==> src/rtl/twiddle_mul_pkg.sv <==
// Shared constants and arithmetic helpers for the twiddle_mul rotator.
// Saturation is used only when TWIDDLE_MUL_SAT_EN is defined.
package twiddle_mul_pkg;

    // Quadrant -> exponent multiplier, indexed by q = k / (N/4): {0,2,1,3}
    localparam logic [3:0][1:0] M_MAP = {2'd3, 2'd1, 2'd2, 2'd0};

    // Half-LSB offset for round-half-up before dropping frac_bits bits
    function automatic int round_ofs(input int frac_bits);
        return (frac_bits > 0) ? (1 << (frac_bits - 1)) : 0;
    endfunction

    // Clamp a signed value into the range of a w-bit two's-complement number
    function automatic logic signed [31:0] sat_to(input logic signed [31:0] x, input int w);
        logic signed [31:0] hi;
        logic signed [31:0] lo;
        hi = (32'sd1 <<< (w - 1)) - 32'sd1;
        lo = -(32'sd1 <<< (w - 1));
        if (x > hi)      return hi;
        else if (x < lo) return lo;
        else             return x;
    endfunction

endpackage

==> src/rtl/twiddle_mul_rom.sv <==
// Registered twiddle ROM: wr = Q(cos(2*pi*e/N)), wi = -Q(sin(2*pi*e/N)), Q1.(TW_WIDTH-1).
// Table is built at elaboration; +1.0 clamps to the largest positive code.
module twiddle_rom #(
    parameter int N        = 16,
    parameter int TW_WIDTH = 8,
    localparam int AW      = $clog2(N)
) (
    input  logic                       clk,
    input  logic                       rst_n,
    input  logic [AW-1:0]              addr_i,
    output logic signed [TW_WIDTH-1:0] wr_o,
    output logic signed [TW_WIDTH-1:0] wi_o
);
    localparam real PI    = 3.14159265358979323846;
    localparam int  QMAX  = (1 << (TW_WIDTH - 1)) - 1;
    localparam real SCALE = real'(1 << (TW_WIDTH - 1));

    logic signed [TW_WIDTH-1:0] wr_tab [N];
    logic signed [TW_WIDTH-1:0] wi_tab [N];

    for (genvar a = 0; a < N; a++) begin : g_tab
        localparam real ANG = 2.0 * PI * a / N;
        localparam real CR  = $cos(ANG) * SCALE;
        localparam real SR  = $sin(ANG) * SCALE;
        localparam int  CI  = (CR >= 0.0) ? $rtoi(CR + 0.5) : -$rtoi(0.5 - CR);
        localparam int  SI  = (SR >= 0.0) ? $rtoi(SR + 0.5) : -$rtoi(0.5 - SR);
        localparam int  WR  = (CI > QMAX) ? QMAX : CI;
        localparam int  WI  = -((SI > QMAX) ? QMAX : SI);
        assign wr_tab[a] = TW_WIDTH'(WR);
        assign wi_tab[a] = TW_WIDTH'(WI);
    end

    always_ff @(posedge clk or negedge rst_n) begin
        if (!rst_n) begin
            wr_o <= '0;
            wi_o <= '0;
        end else begin
            wr_o <= wr_tab[addr_i];
            wi_o <= wi_tab[addr_i];
        end
    end

endmodule

==> src/rtl/twiddle_mul.sv <==
// Radix-2^2 SDF twiddle rotator: multiplies each valid sample by W_N^e, 3-cycle latency.
// Define TWIDDLE_MUL_SAT_EN to saturate the rounded result instead of wrapping it.
module twiddle_mul
    import twiddle_mul_pkg::*;
#(
    parameter int WIDTH    = 8,
    parameter int TW_WIDTH = 8,
    parameter int N        = 16
) (
    input  logic                    clk,
    input  logic                    rst_n,
    input  logic                    enable_in,
    input  logic signed [WIDTH-1:0] in_re,
    input  logic signed [WIDTH-1:0] in_im,
    output logic                    enable_out,
    output logic signed [WIDTH-1:0] out_re,
    output logic signed [WIDTH-1:0] out_im
);
    localparam int KW     = $clog2(N);
    localparam int QN     = N / 4;
    localparam int STAGES = 3;
    localparam int PW     = WIDTH + TW_WIDTH;
    localparam int SW     = PW + 1;

    logic [KW-1:0] k_q, k_d;
    logic [1:0]    quad;
    int unsigned   m_int;
    logic [KW-1:0] e_addr;

    // N is a power of two, so natural overflow gives the N-1 -> 0 wrap
    always_comb begin
        k_d    = enable_in ? k_q + KW'(1) : k_q;
        quad   = k_q[KW-1 -: 2];
        m_int  = 32'(k_q) % 32'(QN);
        e_addr = KW'(m_int * 32'(M_MAP[quad]));
    end

    logic signed [TW_WIDTH-1:0] wr1, wi1;

    twiddle_rom #(.N(N), .TW_WIDTH(TW_WIDTH)) u_rom (
        .clk    (clk),
        .rst_n  (rst_n),
        .addr_i (e_addr),
        .wr_o   (wr1),
        .wi_o   (wi1)
    );

    logic [STAGES:1]         vld_pipe_q;
    logic signed [WIDTH-1:0] re1_q, im1_q, re2_q, im2_q;
    logic                    byp1_q, byp2_q;
    logic signed [PW-1:0]    p_rr_q, p_ii_q, p_ri_q, p_ir_q;

    logic signed [SW-1:0]    sum_re, sum_im, rnd_re, rnd_im;
    logic signed [WIDTH-1:0] fit_re, fit_im;

    always_comb begin
        sum_re = SW'(p_rr_q) - SW'(p_ii_q);
        sum_im = SW'(p_ri_q) + SW'(p_ir_q);
        rnd_re = (sum_re + SW'(round_ofs(TW_WIDTH - 1))) >>> (TW_WIDTH - 1);
        rnd_im = (sum_im + SW'(round_ofs(TW_WIDTH - 1))) >>> (TW_WIDTH - 1);
`ifdef TWIDDLE_MUL_SAT_EN
        fit_re = WIDTH'(sat_to(32'(rnd_re), WIDTH));
        fit_im = WIDTH'(sat_to(32'(rnd_im), WIDTH));
`else
        fit_re = WIDTH'(rnd_re);
        fit_im = WIDTH'(rnd_im);
`endif
    end

    // Data path runs every cycle so gap outputs are deterministic; only valid bits gate meaning
    always_ff @(posedge clk or negedge rst_n) begin
        if (!rst_n) begin
            k_q        <= '0;
            vld_pipe_q <= '0;
            re1_q      <= '0;
            im1_q      <= '0;
            byp1_q     <= 1'b0;
            p_rr_q     <= '0;
            p_ii_q     <= '0;
            p_ri_q     <= '0;
            p_ir_q     <= '0;
            re2_q      <= '0;
            im2_q      <= '0;
            byp2_q     <= 1'b0;
            out_re     <= '0;
            out_im     <= '0;
        end else begin
            k_q        <= k_d;
            vld_pipe_q <= {vld_pipe_q[STAGES-1:1], enable_in};
            re1_q      <= in_re;
            im1_q      <= in_im;
            byp1_q     <= (e_addr == '0);
            p_rr_q     <= PW'(re1_q) * PW'(wr1);
            p_ii_q     <= PW'(im1_q) * PW'(wi1);
            p_ri_q     <= PW'(re1_q) * PW'(wi1);
            p_ir_q     <= PW'(im1_q) * PW'(wr1);
            re2_q      <= re1_q;
            im2_q      <= im1_q;
            byp2_q     <= byp1_q;
            // Unity twiddle is not representable in Q1.x, so e==0 passes the sample through
            out_re     <= byp2_q ? re2_q : fit_re;
            out_im     <= byp2_q ? im2_q : fit_im;
        end
    end

    assign enable_out = vld_pipe_q[STAGES];

endmodule

==> config.mk <==
export PLATFORM = sky130hd
export DESIGN_NAME = twiddle_mul
export DESIGN_NICKNAME = d
export VERILOG_FILES = /design/src/rtl/twiddle_mul_pkg.sv /design/src/rtl/twiddle_mul_rom.sv /design/src/rtl/twiddle_mul.sv
export SDC_FILE = /design/constraint.sdc
export NUM_CORES = 1
export LEC_CHECK = 0
export ABC_CLOCK_PERIOD_IN_PS = 9350
export CAP_MARGIN = 20
export CORE_ASPECT_RATIO = 0.75
export CORE_MARGIN = 3
export CORE_UTILIZATION = 30
export DETAILED_ROUTE_END_ITERATION = 8
export PLACE_DENSITY = 0.42
export SYNTH_ARGS = -nofsm -noshare
export SYNTH_HDL_FRONTEND = slang
export SYNTH_SLANG_ARGS = --single-unit
==> constraint.sdc <==
create_clock -name clk -period 9.35 [get_ports clk]
set_clock_uncertainty 0.15 [all_clocks]
set_input_delay 2.805 -clock clk [delete_from_list [all_inputs] [get_ports clk]]
set_output_delay 2.805 -clock clk [all_outputs]
set_load 0.01 [all_outputs]
# Word-level counts from Yosys, hierarchy flattened
# Memory sizes are Yosys's and may differ from the RTL's. A register that Yosys moved wholly into a read port is not among the register bits.
# Cells that the tools add are included.
dict set report word_totals {
  ff_bits 117
  input_bits 19
  output_inout_bits 17
  word_cells 35
  rom_bits 256
  n_memories 2
}
dict set report classes {
  n_mul 5
  n_reduce_logical 3
  muxes 4
  n_lt_le_gt_ge 1
  addsub 5
  n_bitwise 1
}
# name depth width rd rd_clocked_by_memory_dff write_ports line
set memory_table {}
lappend memory_table {{(no name shown)} 16 8 1 1 0 twiddle_mul_rom.sv:39} ;# wi_o <= wi_tab[addr_i];
lappend memory_table {{(no name shown)} 16 8 1 1 0 twiddle_mul_rom.sv:38} ;# wr_o <= wr_tab[addr_i];
# operator n
set op_table {}
lappend op_table {{$mul A8 B8 Y15} 4}
lappend op_table {{$add A15 B8 Y15 const B} 2}
lappend op_table {{$mux W8} 2}
lappend op_table {{$add A15 B15 Y15} 1}
lappend op_table {{$sub A15 B15 Y15} 1}
lappend op_table {{$not A4 Y5} 1}
lappend op_table {{$add A4 B1 Y4 const B} 1}
lappend op_table {{$bmux W2 S2} 1}
lappend op_table {{$logic_not A4 Y1} 1}
lappend op_table {{$mul A2 B2 Y4} 1}
lappend op_table {{$lt A2 B3 Y1 const B} 1}
lappend op_table {{$logic_not A1 Y1} 2}
lappend op_table {{$mux W2} 1}

# Longest topological paths before layout
# Gate-level depths: netlist (run 1).
dict set report logic_depth {
  ltp_word 4
  depth_mapped 18
  mapped_depth_nobuf 17
}

# Modules after synthesis
# From an unflattened synthesis (run 1), not the netlist that was laid out.
dict set report unflattened {
  hier_cells 1463
  area_unflattened_um2 14719.1
}
# module cells_each seq_area_each_um2 area_per_inst_um2 n_inst
set by_module_without_submodules {}
lappend by_module_without_submodules {twiddle_mul 1394 2927.8 13892.1 1}
lappend by_module_without_submodules {twiddle_rom 69 400.4 827.0 1}

# Worst setup path before layout (run 1)
# No wires, ideal clock.
dict set report synth_timing {
  path_kind {flip-flop to flip-flop}
  from {reg re1_q[7]}
  to {reg p_rr_q[14]}
  arrival_ps 4317
  required_ps 9075
  path_stages_with_launch 19
  setup_ps 125
  path_buffers 2
  period_less_slack_ps 4592
  slack_ps 4758
  path_cell_list {dfrtp_1 > clkbuf_1 > clkbuf_1 > and2_1 > fa_1 > inv_1 > fa_1 > inv_1 > fa_1 > inv_1 > fa_1 > inv_1 > ha_1 > o21ai_0 > a21boi_0 > o21ai_0 > a221oi_1 > a31oi_1 > xnor2_1}
}
dict set report synth_between {
  elab_chain_len 1
}
# element line
set synth_lines {}
lappend synth_lines {{start: declaration} twiddle_mul.sv:49} ;# logic signed [WIDTH-1:0] re1_q, im1_q, re2_q, im2_q;
lappend synth_lines {{start signal: assignment} twiddle_mul.sv:90} ;# re1_q <= in_re;
lappend synth_lines {{$mul A8 B8 Y15} twiddle_mul.sv:93} ;# p_rr_q <= PW'(re1_q) * PW'(wr1);
lappend synth_lines {{end signal: assignment} twiddle_mul.sv:93}
lappend synth_lines {{end: declaration} twiddle_mul.sv:51} ;# logic signed [PW-1:0] p_rr_q, p_ii_q, p_ri_q, p_ir_q;
# Every way passes these cells.
# A chain may end at the register's enable or synchronous reset.

# Worst setup path in the final report (run 1)
dict set report layout_timing {
  from {reg u_rom.wr_o[2]}
  to {reg p_rr_q[14]}
}
dict set report layout_between {
  elab_chain_len 1
}
# element line
set layout_lines {}
lappend layout_lines {{start: declaration} twiddle_mul_rom.sv:11} ;# output logic signed [TW_WIDTH-1:0] wr_o,
lappend layout_lines {{$mul A8 B8 Y15} twiddle_mul.sv:93}
# Every way passes these cells.

==> flow_summary.yaml, run 1 <==
floorplanning:
  die_x_um: 261.3
  ios: 36
  core_um2: 47830
  initial_core_util: 0.3065
  rows: 69
  dieArea_um2: 51580
  fp.dieH_um: 197.4
detailed_routing:
  wire_per_inst_um: 16.09
  vias_per_cell: 4.311
  drt_iter0_markers: 470
  top_layer_used: "met4"
  drtAntennaViolNets: 0
  wl_met1_um: 19080
  vias: 9230
  post-route-drc-count: 0
  met3_length_um: 1312
  met2_wirelength_um: 13860
  drt_wl_total_um: 34440
  firstDrtPassIters: 5
timing:
  rsz0062_at_grt: "false"
  fin_setup_tns_ns: 0
  slew_violations: 0
  final_hold_viol_count: 0
  fin_crit_ns: 5.371
  setup_viol: 0
  tightest_slew_ns: 0.9027
  whs_ns: 0.2064
  slew_headroom: 0.3982
  maxClockFrequency_ghz: 0.1862
  period_share: 0.5745
global_routing:
  grt_usage: 0.1463
  grt_pass1_wl_um: 57040
  grt_pass1_vias: 9820
  grt.overflow.total: 0
  antenna_found_initial: 0
  grt_max_degree: 70
synthesis:
  synth_compound_area_frac: 0.05923
  yosys.cell_count.top_type: "inv_1"
  yosysSeqAreaShare: 0.2270
  synth_fp_nets: 1868
  ys_types: 49
  yosys.area.top_type_share: 0.2840
  synth_area_leaders: "fa_1 28%, dfrtp_1 23%, ha_1 15%, inv_1 8.7%, and2_1 7.2%"
  synth_edf_count: 0
  syn-mean-instance-area_um2: 9.966
  ys_ff_latch: 133
  synth_top_area_cell: "fa_1"
  synthSimpleGateAreaFrac: 0.1335
  postSynthCellCount: 1471
  synth_top_family_by_area: "adder cells"
  ys.flop_type: "dfrtp_1"
  synthMuxAreaShare: 0.004523
  ys_warn_count: 0
  synth-xor-area-share: 0.04959
  synthTopCellsByCount: "339 x inv_1, 208 x fa_1, 170 x ha_1"
  netlist_area_um2: 14660
  synth_fa_ha_area_frac: 0.4291
  synthArstFlopShare: 1.000
placed_design:
  portBuffers: 35
  dp.final_hpwl_um: 25740
  gp_congestion: 0.7599
job:
  maxCapViolations: 0
setup_path:
  cp.required_ns: 9.54
  path_class: "reg2reg"
  reg2reg_to: "p_rr_q[14]"
  cp_cell_sequence: "and2_1, fa_1, inv_1, fa_1, inv_1, fa_1, inv_1, fa_1, inv_1, ha_1, o21ai_0, a21boi_0, o21ai_0, a221oi_1, a31oi_1, xnor2_1"
  cp.arrival_ns: 5.56
  crit_path_end_kind: "flop"
  reg2reg_slack_ns: 3.98
  worstSetupEndpoint: "p_rr_q[14]"
  crit_fanout: 16
  worst_setup_path_start_kind: "flop"
  startpoint: "u_rom.wr_o[2]"
  r2r-start: "u_rom.wr_o[2]"
  cpMaxStageDelayCell: "dfrtp_1"
  slowest_delay_ns: 0.69
  r2r_cells: 16
clocking:
  clockRootBuffer: "clkbuf_16"
  hold_buffers: 0
  cts_max_level: 4
  clkLatencyLatePin_ns: 0.46
  cts.sinks: 133
  cts_setup_buffers: 0
  clk_pin_slew_ns: 0.07
  cts_buffer_depth: 2
  cts_buffers: 17
  cts_tree: "yes"
  ctsResizeCount: 0
final_layout:
  final_layout_size_suffix_gt1_frac: 0.03595
  fill_cells: 4959
  num_antenna_cells: 0
  syn_to_final_growth_pct: 11.09
  finalCoreUtilization: 0.3405
  fin_nets: 1886
  seqCellArea_um2: 3328
  multi_input_area_um2: 9910
hold_path:
  hold_path_startpoint: "byp1_q"
  hold_class: "reg2reg"
status:
  status: "finished, final reports clean"
[registers in the layout (all words and copies together), names as in the netlist]
name / flops
p_ri_q: 15
k_q: 4
out_im: 8
re2_q: 8
im2_q: 8
byp1_q: 1
byp2_q: 1
re1_q: 8
vld_pipe_q: 3
p_rr_q: 15
out_re: 8
u_rom.wr_o: 8
p_ii_q: 15
p_ir_q: 15
im1_q: 8
u_rom.wi_o: 8
[through the flow]
stage / setup slack (ns) / instances / cell area, µm²
6_report: 3.979 / 2141 / 16290
5_1_grt: 3.712 / 2141 / 16290
4_1_cts: 3.987 / 2140 / 16270
3_5_place_dp: 4.010 / 2108 / 15680
3_3_place_gp: 4.168 / 2108 / 15680
2_1_floorplan: 4.758 / 1471 / 14660
[critical path: cells and delay by family, from the launching register on]
kind            cells  cell delay [ns]
buf+inv             4             0.20
compound gates      5             1.42
fa+ha+maj           5             2.32
simple gates        1             0.31
xor+xnor            1             0.16
flops               1             0.69
[cell families (layout without fill, tap and decap cells)]
kind of cell    count (synthesis)  count (layout)
flops                         133             133
fa+ha+maj                     378             378
simple gates                  366             366
buf+inv                       379             410
xor+xnor                       83              83
compound gates                126             126
mux                             6               6
[worst min path at each step]
stage / end / slack (ns) / cells past startpoint
6_report: byp2_q / 0.21 / 0
5_1_grt: vld_pipe_q[2] / 0.22 / 0
4_1_cts: byp2_q / 0.21 / 0
3_5_place_dp: byp2_q / 0.19 / 0
3_3_place_gp: byp2_q / 0.18 / 0
2_1_floorplan: byp2_q / 0.18 / 0
[cell type report]
cell class,count,area share
Clock inverter,14,0.008758
Sequential cell,133,0.2044
Clock buffer,18,0.02697
Inverter,339,0.07813
Multi-Input combinational cell,959,0.6085
Tap cell,639,0.04909
Timing Repair Buffer,39,0.02420
[metal layers]
layer  vias to the layer above  GRT usage
met1                      4615     0.2345
met4                         0    0.02298
met5                         -          0
met3                         9    0.02896
met2                       116     0.2033
li1                       4490          -
[placed cells by master, fill, tap and decap left out, types with 6 or more instances in the layout]
| master | n |
|---|---|
| fa_1 | 208 |
| and2_1 | 169 |
| clkdlybuf4s50_1 | 34 |
| a21oi_1 | 25 |
| nand3_1 | 8 |
| xnor2_1 | 68 |
| clkbuf_16 | 17 |
| nor2b_1 | 24 |
| nor3_1 | 11 |
| inv_1 | 339 |
| ha_1 | 170 |
| xor2_1 | 15 |
| o21ai_0 | 27 |
| nand2b_1 | 18 |
| a211oi_1 | 6 |
| nor2_1 | 20 |
| nand2_1 | 105 |
| dfrtp_1 | 133 |
| a21oi_2 | 7 |
| a21o_1 | 15 |
Power of run 1 is not shown: default switching activity piles up to over one toggle a cycle in this logic, so the estimate is an artifact.
==> inputs of run 2 (changes only) <==
--- a/config.mk
+++ b/config.mk
@@ -5,13 +5,13 @@
 export SDC_FILE = /design/constraint.sdc
 export NUM_CORES = 1
 export LEC_CHECK = 0
-export ABC_CLOCK_PERIOD_IN_PS = 9350
+export ABC_CLOCK_PERIOD_IN_PS = 4800
 export CAP_MARGIN = 20
 export CORE_ASPECT_RATIO = 0.75
 export CORE_MARGIN = 3
 export CORE_UTILIZATION = 30
 export DETAILED_ROUTE_END_ITERATION = 8
-export PLACE_DENSITY = 0.42
+export PLACE_DENSITY = 0.43
 export SYNTH_ARGS = -nofsm -noshare
 export SYNTH_HDL_FRONTEND = slang
 export SYNTH_SLANG_ARGS = --single-unit
==> constraint.sdc (replaced) <==
create_clock -name clk -period 4.8 [get_ports clk]
set_clock_uncertainty 0.15 [all_clocks]
set_input_delay 1.44 -clock clk [delete_from_list [all_inputs] [get_ports clk]]
set_output_delay 1.44 -clock clk [all_outputs]
set_load 0.01 [all_outputs]
==> run 2 against run 1 <==
Worst setup slack got worse by 3.8 ns; non-clock buffer count is 67 higher; register-to-register slack lost 3.8 ns; clock-buffer cell count grew 2; via count up 3.1%; final cell count is 3.1% higher; cell area grew 3.7%; core utilization is 1.3 points higher; critical path depth did not move; sequential share of layout area shrank 0.68 points.
==> flow_summary.yaml, run 2 (synthesis results as in run 1) <==
status:
  status: "finished, final reports clean"
detailed_routing:
  wire_per_inst_um: 15.97
  drt_iter0_markers: 427
  vias_per_cell: 4.310
  post-route-drc-count: 0
  drt_wl_total_um: 35260
  drtAntennaViolNets: 0
  vias: 9517
  firstDrtPassIters: 5
setup_path:
  path_class: "reg2reg"
  cp.arrival_ns: 4.85
  cp.required_ns: 5.03
  crit_fanout: 8
  worst_setup_path_start_kind: "flop"
  crit_path_end_kind: "flop"
clocking:
  cts_buffers: 17
  cts_tree: "yes"
  cts.sinks: 133
  clk_pin_slew_ns: 0.07
  hold_buffers: 0
  cts_max_level: 4
  clkLatencyLatePin_ns: 0.46
  cts_buffer_depth: 2
  clockRootBuffer: "clkbuf_16"
global_routing:
  use_met3: 0.03076
  grt_busiest_layer: "met1"
  grt_pass1_wl_um: 58590
  grt_max_degree: 60
  grt_pass1_vias: 10180
  grt.overflow.total: 0
  met2_usage: 0.2090
  grt_usage: 0.1498
  met1_usage: 0.2373
  antenna_found_initial: 1
floorplanning:
  ios: 36
  die_x_um: 261.3
  fp.dieH_um: 197.4
  dieArea_um2: 51580
  rows: 69
  initial_core_util: 0.3065
  core_um2: 47830
final_layout:
  final_layout_size_suffix_gt1_frac: 0.08222
  final_area_um2: 16900
  final_cell_mix: "339 x inv_1, 207 x fa_1, 170 x ha_1"
  syn_to_final_growth_pct: 15.25
  fin_nets: 1953
  num_antenna_cells: 0
  layout_commonest_cell: "inv_1"
timing:
  period_share: 0.9624
  slew_violations: 0
  maxClockFrequency_ghz: 0.2165
  slew_headroom: 0.5577
  setup_viol: 0
  final_hold_viol_count: 0
  tightest_slew_ns: 0.6634
  fin_crit_ns: 4.620
  fin_setup_tns_ns: 0
  rsz0062_at_grt: "false"
placed_design:
  place_area_um2: 16260
  portBuffers: 35
  gp_congestion: 0.7974
  dp.final_hpwl_um: 28590
hold_path:
  hold_class: "reg2reg"
job:
  maxCapViolations: 0
[run 2: cell types whose count changed in the layout (fill, tap and decap cells not counted), moves of 2 or more]
cell,delta
dfrtp_2,+8
clkbuf_1,+3
o21ai_0,-3
buf_4,+58
buf_6,+2
o21ai_1,+3
buf_12,+7
dfrtp_1,-8
inv_8,-2
clkinvlp_4,+2
[run 2: worst paths after layout]
| path | start | endpoint | slack [ns] | depth (start not counted) |
|---|---|---|---|---|
| max in group asynchronous | rst_n | re1_q[4] | 2.85 | 2 |
| min in group asynchronous | rst_n | re2_q[3] | 0.78 | 1 |
| setup / recovery | u_rom.wi_o[1] | p_ii_q[13] | 0.18 | 16 |
| hold / removal | vld_pipe_q[1] | vld_pipe_q[2] | 0.20 | 0 |
| hold reg to reg | vld_pipe_q[1] | vld_pipe_q[2] | 0.20 | 0 |
| setup reg to reg | u_rom.wi_o[1] | p_ii_q[13] | 0.18 | 16 |
[run 2: worst max-delay path: stages, from the launching register on]
cell and delay [ns]:
dfrtp_1 0.51, buf_4 0.23, and2_1 0.14, ha_1 0.30, fa_1 0.51, inv_1 0.05, fa_1 0.48, fa_1 0.49
inv_1 0.04, ha_1 0.28, buf_4 0.15, a21oi_2 0.16, o21bai_1 0.10, a2111o_1 0.45, a31o_1 0.24, a21oi_2 0.15
xnor2_1 0.13
[run 2: final cells by class]
cell class	instances	area, µm²
clock inverter	12	121.4
fill	4945	30930
tap	639	799.5
multi-input combinational	959	9936
timing repair buffer	106	992.2
sequential	133	3338
inverter	339	1272
clock buffer	20	436.7
[run 2: metrics by stage]
step	hold slack, ns	utilization	setup WS [ns]	instances
after floorplan	0.1812	-	0.2078	1471
after global placement	0.1840	0.3400	-0.07029	2173
after detailed placement	0.1872	0.3400	-0.05947	2173
after CTS	0.2025	0.3518	0.006033	2205
after global routing	0.2097	0.3533	0.001129	2208
final	0.1996	0.3533	0.1803	2208
[run 2: what timing repair did]
item	in CTS	in global routing
pin swaps	0	4
gates resized for setup	2	16
setup endpoints to repair	3	11
cloned	0	0
buffers inserted	0	3
[run 2: per-layer routing]
metal | wire length, µm | vias up
met3 | 1117 | 15
met2 | 14370 | 78
met4 | 289 | 0
li1 | - | 4630
met1 | 19480 | 4794
met5 | 0 | -
Power of run 2 is left out for the same reason.
==> inputs of run 3 (changes only) <==
--- a/config.mk
+++ b/config.mk
@@ -8,10 +8,11 @@
 export ABC_CLOCK_PERIOD_IN_PS = 4800
 export CAP_MARGIN = 20
 export CORE_ASPECT_RATIO = 0.75
-export CORE_MARGIN = 3
+export CORE_MARGIN = 1
 export CORE_UTILIZATION = 30
 export DETAILED_ROUTE_END_ITERATION = 8
 export PLACE_DENSITY = 0.43
+export SKIP_CTS_REPAIR_TIMING = 1
 export SYNTH_ARGS = -nofsm -noshare
 export SYNTH_HDL_FRONTEND = slang
 export SYNTH_SLANG_ARGS = --single-unit
==> run 3 against run 2 <==
Non-clock buffer count is 4 higher; worst setup slack better by 0.013 ns; core utilization is 0.071 points higher; critical path type unchanged; die area is 3.5% lower; via count is 0.45% lower; first-iteration DRC count is 11% higher; fmax is 0.28% higher.
==> flow_summary.yaml, run 3 (synthesis results as in run 1) <==
floorplanning:
  fp.dieH_um: 193.4
  initial_core_util: 0.3065
  die_x_um: 257.3
  ios: 36
  rows: 69
  dieArea_um2: 49770
  core_um2: 47830
detailed_routing:
  firstDrtPassIters: 5
  vias: 9474
  drt_iter0_markers: 475
  drt_wl_total_um: 35610
  post-route-drc-count: 0
  vias_per_cell: 4.283
  drtAntennaViolNets: 0
  wire_per_inst_um: 16.10
setup_path:
  cpMaxStageDelayCell: "fa_1"
  critPathTopFamily: "adder cells"
  cp.arrival_ns: 4.84
  slowest_delay_ns: 0.52
  cp.required_ns: 5.03
  crit_fanout: 8
  worst_setup_path_start_kind: "flop"
  reg2reg_slack_ns: 0.19
  crit_buf_inv: 6
  cp_cell_sequence: "buf_4, and2_1, fa_1, inv_1, fa_1, inv_1, fa_1, inv_1, fa_1, inv_1, ha_1, inv_1, o21bai_1, a2111o_1, a31o_1, a21oi_2, xnor2_1"
  path_class: "reg2reg"
  path_common_cell: "inv_1"
  crit_path_end_kind: "flop"
clocking:
  cts_buffers: 17
  cts_max_level: 4
  clockRootBuffer: "clkbuf_16"
  clk_pin_slew_ns: 0.06
  cts.sinks: 133
  cts_tree: "yes"
  cts_buffer_depth: 2
  clkLatencyLatePin_ns: 0.46
global_routing:
  antenna_found_initial: 0
  grt_pass1_wl_um: 58950
  grt_usage: 0.1560
  grt_pass1_vias: 10060
  grt_max_degree: 78
  grt.overflow.total: 0
timing:
  fin_setup_tns_ns: 0
  tightest_slew_ns: 0.8749
  setup_viol: 0
  slew_violations: 0
  fin_crit_ns: 4.607
  final_hold_viol_count: 0
  slew_headroom: 0.4167
  maxClockFrequency_ghz: 0.2171
  period_share: 0.9597
final_layout:
  fin_nets: 1957
  final_cell_mix: "339 x inv_1, 208 x fa_1, 170 x ha_1"
  final_layout_size_suffix_gt1_frac: 0.09027
  layout_commonest_cell: "inv_1"
  finalCoreUtilization: 0.3540
  num_antenna_cells: 0
  syn_to_final_growth_pct: 15.48
hold_path:
  hold_class: "reg2reg"
placed_design:
  dp.final_hpwl_um: 28820
  gp_congestion: 0.8146
  portBuffers: 35
status:
  status: "finished, final reports clean"
job:
  maxCapViolations: 0
-- run 3: cell count changes in the layout (fill, tap and decap cells not counted), sizes merged --
cell and delta:
buf +4, clkinvlp -2, bufinv +1, clkbuf -1, clkinv +1, inv +1
-- run 3: final timing paths --
kind | depth (start not counted) | start | endpoint
worst min-delay path | 0 | byp1_q | byp2_q
worst max register to register | 17 | u_rom.wr_o[1] | p_ir_q[13]
max in group asynchronous | 2 | rst_n | re1_q[1]
worst max-delay path | 17 | u_rom.wr_o[1] | p_ir_q[13]
worst min register to register | 0 | byp1_q | byp2_q
min in group asynchronous | 1 | rst_n | out_re[6]
-- run 3: through the flow --
step	cell area [µm²]	instances	hold WS [ns]	setup WS, ns
3_3_place_gp	16260	2177	0.1815	-0.09439
6_report	16930	2212	0.1986	0.1934
2_1_floorplan	14660	1471	0.1812	0.2078
3_5_place_dp	16260	2177	0.1862	-0.1324
4_1_cts	16850	2209	0.2016	-0.1474
5_1_grt	16930	2212	0.2176	-0.009724
-- run 3: per-layer routing --
layer | vias to the layer above | track usage | routed length [µm]
met5 | - | 0 | 0
met4 | 0 | 0.03175 | 287
met3 | 15 | 0.03040 | 1098
met2 | 97 | 0.2110 | 14190
met1 | 4731 | 0.2505 | 20040
li1 | 4631 | - | -
-- run 3: area by class of cell --
class                   instances  area (µm²)
clock inverters                13       146.4
clock buffers                  19       442.9
repair buffers                110       980.9
inverters                     339        1272
multi-input cells             959        9938
flip-flops and latches        133        3349
fillers                      4945       30900
well taps                     639       799.5
Power of run 3 is left out for the same reason.
